==> src/rtl/cnt_bus_rd_arbiter.sv <==
// Read-port arbiter for the controller BRAM: registered grant, optional lock ownership, in-order tagged returns.
// Build option: define CNT_BUS_ARB_FIXED_PRIO_EN for fixed priority (index 0 highest) instead of round robin.
module cnt_bus_rd_arbiter #(
  parameter int NUM_REQ    = 4,
  parameter int ADDR_WIDTH = 8,
  parameter int DATA_WIDTH = 16,
  parameter int RD_LATENCY = 2
) (
  input  logic                           CLK,
  input  logic                           RST,
  input  logic [NUM_REQ-1:0]             REQ,
  input  logic [NUM_REQ-1:0]             LOCK,
  input  logic [NUM_REQ*ADDR_WIDTH-1:0]  ADDR,
  output logic [NUM_REQ-1:0]             GNT,
  output logic [NUM_REQ-1:0]             RVALID,
  output logic [DATA_WIDTH-1:0]          RDATA,
  output logic                           BUS_EN,
  output logic [ADDR_WIDTH-1:0]          BUS_ADDR,
  input  logic [DATA_WIDTH-1:0]          BUS_DOUT
);

  localparam int IDX_W = (NUM_REQ > 1) ? $clog2(NUM_REQ) : 1;

  typedef logic [IDX_W-1:0] idx_t;
  typedef enum logic {IDLE, OWNED} state_t;

  state_t state_q, state_d;
  idx_t   owner_q, owner_d;
  logic   gnt_vld;
  idx_t   gnt_idx;
  logic [NUM_REQ-1:0] gnt_vec;

  logic [NUM_REQ-1:0]    gnt_p0;
  logic                  vld_p0;
  idx_t                  tag_p0;
  logic [ADDR_WIDTH-1:0] addr_p0;

  logic vld_p [1:RD_LATENCY];
  idx_t tag_p [1:RD_LATENCY];

  logic [NUM_REQ-1:0]    rvalid_pout;
  logic [DATA_WIDTH-1:0] rdata_pout;

  function automatic logic [NUM_REQ-1:0] onehot(input idx_t i);
    logic [NUM_REQ-1:0] v;
    v    = '0;
    v[i] = 1'b1;
    return v;
  endfunction

`ifndef CNT_BUS_ARB_FIXED_PRIO_EN
  idx_t rr_ptr_q, rr_ptr_d;

  function automatic idx_t wrap_idx(input idx_t base, input int off);
    logic [IDX_W:0] s;
    s = {1'b0, base} + (IDX_W+1)'(off);
    if (s >= (IDX_W+1)'(NUM_REQ)) s = s - (IDX_W+1)'(NUM_REQ);
    return s[IDX_W-1:0];
  endfunction
`endif

  always_comb begin
    state_d = state_q;
    owner_d = owner_q;
    gnt_vld = 1'b0;
    gnt_idx = owner_q;
`ifndef CNT_BUS_ARB_FIXED_PRIO_EN
    rr_ptr_d = rr_ptr_q;
`endif
    case (state_q)
      IDLE: begin
`ifdef CNT_BUS_ARB_FIXED_PRIO_EN
        for (int k = NUM_REQ - 1; k >= 0; k--) begin
          if (REQ[k]) begin
            gnt_vld = 1'b1;
            gnt_idx = idx_t'(k);
          end
        end
`else
        // Scan offsets high to low so the candidate nearest rr_ptr wins.
        for (int k = NUM_REQ - 1; k >= 0; k--) begin
          if (REQ[wrap_idx(rr_ptr_q, k)]) begin
            gnt_vld = 1'b1;
            gnt_idx = wrap_idx(rr_ptr_q, k);
          end
        end
        if (gnt_vld) begin
          rr_ptr_d = (gnt_idx == idx_t'(NUM_REQ - 1)) ? '0 : gnt_idx + 1'b1;
        end
`endif
        if (gnt_vld && LOCK[gnt_idx]) begin
          state_d = OWNED;
          owner_d = gnt_idx;
        end
      end
      OWNED: begin
        gnt_vld = REQ[owner_q];
        gnt_idx = owner_q;
        if (!LOCK[owner_q]) state_d = IDLE;
      end
      default: state_d = IDLE;
    endcase
  end

  always_comb begin
    gnt_vec = '0;
    if (gnt_vld) gnt_vec = onehot(gnt_idx);
  end

  // Stage p0: grant issued to the BRAM
  always_ff @(posedge CLK) begin
    if (RST) begin
      state_q <= IDLE;
      owner_q <= '0;
`ifndef CNT_BUS_ARB_FIXED_PRIO_EN
      rr_ptr_q <= '0;
`endif
      gnt_p0  <= '0;
      vld_p0  <= 1'b0;
      addr_p0 <= '0;
    end else begin
      state_q <= state_d;
      owner_q <= owner_d;
`ifndef CNT_BUS_ARB_FIXED_PRIO_EN
      rr_ptr_q <= rr_ptr_d;
`endif
      gnt_p0  <= gnt_vec;
      vld_p0  <= gnt_vld;
      if (gnt_vld) addr_p0 <= ADDR[gnt_idx*ADDR_WIDTH +: ADDR_WIDTH];
    end
  end

  always_ff @(posedge CLK) begin
    tag_p0 <= gnt_idx;
  end

  // Stages p1..pRD_LATENCY: requester tag follows the read through the BRAM
  always_ff @(posedge CLK) begin
    if (RST) begin
      for (int k = 1; k <= RD_LATENCY; k++) vld_p[k] <= 1'b0;
    end else begin
      vld_p[1] <= vld_p0;
      for (int k = 2; k <= RD_LATENCY; k++) vld_p[k] <= vld_p[k-1];
    end
  end

  always_ff @(posedge CLK) begin
    tag_p[1] <= tag_p0;
    for (int k = 2; k <= RD_LATENCY; k++) tag_p[k] <= tag_p[k-1];
  end

  // Return stage: BUS_DOUT is valid alongside the last tag stage
  always_ff @(posedge CLK) begin
    if (RST) begin
      rvalid_pout <= '0;
      rdata_pout  <= '0;
    end else begin
      rvalid_pout <= vld_p[RD_LATENCY] ? onehot(tag_p[RD_LATENCY]) : '0;
      if (vld_p[RD_LATENCY]) rdata_pout <= BUS_DOUT;
    end
  end

  assign GNT      = gnt_p0;
  assign BUS_EN   = vld_p0;
  assign BUS_ADDR = addr_p0;
  assign RVALID   = rvalid_pout;
  assign RDATA    = rdata_pout;

endmodule

==> config.mk <==
export PLATFORM = sky130hd
export DESIGN_NAME = cnt_bus_rd_arbiter
export DESIGN_NICKNAME = d
export VERILOG_FILES = /design/src/rtl/cnt_bus_rd_arbiter.sv
export SDC_FILE = /design/constraint.sdc
export NUM_CORES = 1
export LEC_CHECK = 0
export BUFFER_PORTS_ARGS = -buffer_cell sky130_fd_sc_hd__buf_2
export CAP_MARGIN = 20
export CORE_MARGIN = 1
export CORE_UTILIZATION = 45
export CTS_CLUSTER_DIAMETER = 150
export DETAILED_ROUTE_END_ITERATION = 6
export PLACE_DENSITY = 0.87
export SYNTH_ARGS = -nofsm -noshare
export SYNTH_HDL_FRONTEND = slang
export SYNTH_SLANG_ARGS = --single-unit
==> constraint.sdc <==
create_clock -name CLK -period 2.1 [get_ports CLK]
set_clock_uncertainty 0.15 [all_clocks]
set_input_delay 0.42 -clock CLK [delete_from_list [all_inputs] [get_ports CLK]]
set_output_delay 0.42 -clock CLK [all_outputs]
set_load 0.05 [all_outputs]
==> results.tsv <==
metric	value	unit
outcome	complete, but fails checks	
violations	setup timing	
cts_sinks	46	
hp-class	reg -> reg	
drt-initial-drc-count	91	
fin_cells	440	
rsz0062_at_grt	yes	
yosysWarnings	0	
syn_nets	308	
cts_tree	done	
die_height	76.3	um
crit_arrival	2170	ps
finalCritPeriodShare	1.03	
max_slew_margin	0.686	
fp-row-count	26	
setup_tns	-153	ps
grt_pass1_vias	2353	
hold_viol_final	0	
grt_usage	0.230	
p_total	4.68	mW
layout_commonest_cell	buf_2	
maxCapViolCount	0	
first_pass_iters	4	
r2r_setup_slack	-60	ps
fin_crit	2160	ps
dp_cells	429	
core-area	5200	um2
fmax	0.463	GHz
hold_ws	179	ps
insertion_delay	300	ps
avgViaCountPerCell	5.58	
grt_antenna_before_repair	0	
seq_area	932	um2
synth_area_per_cell	9.94	um2
clk_path_buf_depth	2	
power_density	1350	nW/um2
hpwl	4810	um
die_w	76.3	um
overflow	0	
gp_congestion	0.843	
reg2reg_depth	7	
ys_ff_latch	46	
grt_first_pass_wirelength	10800	um
min_path_cells	0	
wirelength	6650	um
p_leak	1.56	nW
nets	427	
grt_max_degree	19	
setup_violations	8	
ys_types	58	
num-fill-cells	425	
final_layout_size_suffix_gt1_frac	0.489	
setup_ws	-58.4	ps
hold-path-endpoint	tag_p[1][0]	
syn_inst	250	
synth_area	2490	um2
min_from	tag_p0[0]	
ys_seq_area_frac	0.370	
final_cell_mix	buf_2, dfxtp_1, nor2_1	
slew_viol_final	0	
drc	0	
die_area	5830	um2
diodes	0	
crit_type	reg -> reg	
clkSlewWorstSetupHoldPaths	100	ps
worst_pin_slew	468	ps
initial_core_util	0.478	
cts.htree.levels	2	
timing.rr.start	rr_ptr_q[0]	
ios	91	
required	2120	ps
avgRoutedWirePerCell	15.1	um
synth_edf_count	0	
final_antenna_net_count	0	
peakVddDrop	735	uV
cts_inserted_buffers	5	
port_buffers	90	
multi_input_area	1510	um2
vias	2453	
critPathMaxFanout	5	
cts-root-buf	clkbuf_8	
r2r_end	BUS_ADDR[5]	
crit_path_end_kind	flop	
cts_hold_buf	0	
synth-async-reset-ratio	0	
syn_to_final_growth	39.3	%
synth_flop_cell	dfxtp_1	
cp-start-kind	flop	
## cell families after synthesis
kind of cell | Yosys count | synth area share
AOI/OAI and AO/OA | 53 | 0.181
xor gates and xnor gates | 1 | 0.00352
buffers and inverters | 22 | 0.0624
DFF | 46 | 0.370
muxes | 34 | 0.195
and+or+nand+nor | 94 | 0.188
## metrics by stage
stage / util / setup WS (ps) / instance area [um2]
3_5_place_dp: 0.613 / -182 / 3190
2_1_floorplan: - / -108 / 2510
3_3_place_gp: 0.613 / -149 / 3190
5_1_grt: 0.665 / -152 / 3460
4_1_cts: 0.654 / -36.2 / 3400
6_report: 0.665 / -58.4 / 3460
## report_power, final
part           switching (mW)  internal (mW)  total [mW]  leakage, nW
combinational            1.49           1.16        2.65         1.11
clock                   0.311          0.477       0.788       0.0683
sequential              0.138           1.10        1.24        0.380
total                    1.94           2.74        4.68         1.56
## routing by layer
layer  part of all wire  GRT usage  vias up
li1                   -          -     1162
met1               0.40      0.274     1145
met2               0.50      0.423      136
met3              0.086     0.0359       10
met4              0.012     0.0712        0
met5                  0          0        -
## cells in the mapped netlist (6+ instances only)
cell type  number  share of area
a21bo_2         6          0.024
nand2_1        21          0.032
nor2_1         38          0.057
a211oi_1        7          0.021
mux4_2          8          0.072
and4_1          6          0.021
nand3_1         6          0.012
o21ai_0         8          0.016
a311oi_1        6          0.021
mux2i_1        21          0.085
dfxtp_1        46           0.37
clkbuf_1        7          0.011
## worst max-delay path by stage
stage                     start     endpoint  slack [ps]  cells after the start
floorplan                REQ[1]  BUS_ADDR[0]        -110                      7
global placement         REQ[1]  BUS_ADDR[7]        -150                      8
detailed placement       REQ[1]  BUS_ADDR[7]        -180                      8
CTS                 rr_ptr_q[0]  BUS_ADDR[6]         -40                      6
global route        rr_ptr_q[0]  BUS_ADDR[5]        -150                      7
finish              rr_ptr_q[0]  BUS_ADDR[5]         -60                      7
## final cells by class
class | instances | share of cell area
Multi-Input combinational cell | 182 | 0.436
Sequential cell | 46 | 0.269
Timing Repair Buffer | 131 | 0.226
Tap cell | 70 | 0.0253
Clock buffer | 5 | 0.0199
Clock inverter | 3 | 0.0199
Inverter | 3 | 0.00325
## critical path: stages, from the launching register on
cell and delay, ps:
dfxtp_4 370, or4_4 530, o31ai_4 100, o32ai_4 170, buf_6 160, and4_1 190
a311oi_2 240, a211oi_2 110
## state kept, by name, summed over array words and instances (netlist names)
register  cells
state_q       1
RDATA        16
rr_ptr_q      2
tag_p0        2
tag_p         4
BUS_ADDR      8
RVALID        4
owner_q       2
vld_p         2
GNT           4
BUS_EN        1
## what timing repair did
| action | in CTS | in global routing |
|---|---|---|
| gates cloned | 1 | 0 |
| buffers inserted | 1 | 1 |
| setup endpoints to repair | 9 | 12 |
| pin swaps | 4 | 8 |
| gates resized for setup | 11 | 12 |
Note: power is estimated with default switching activity, not from simulation.
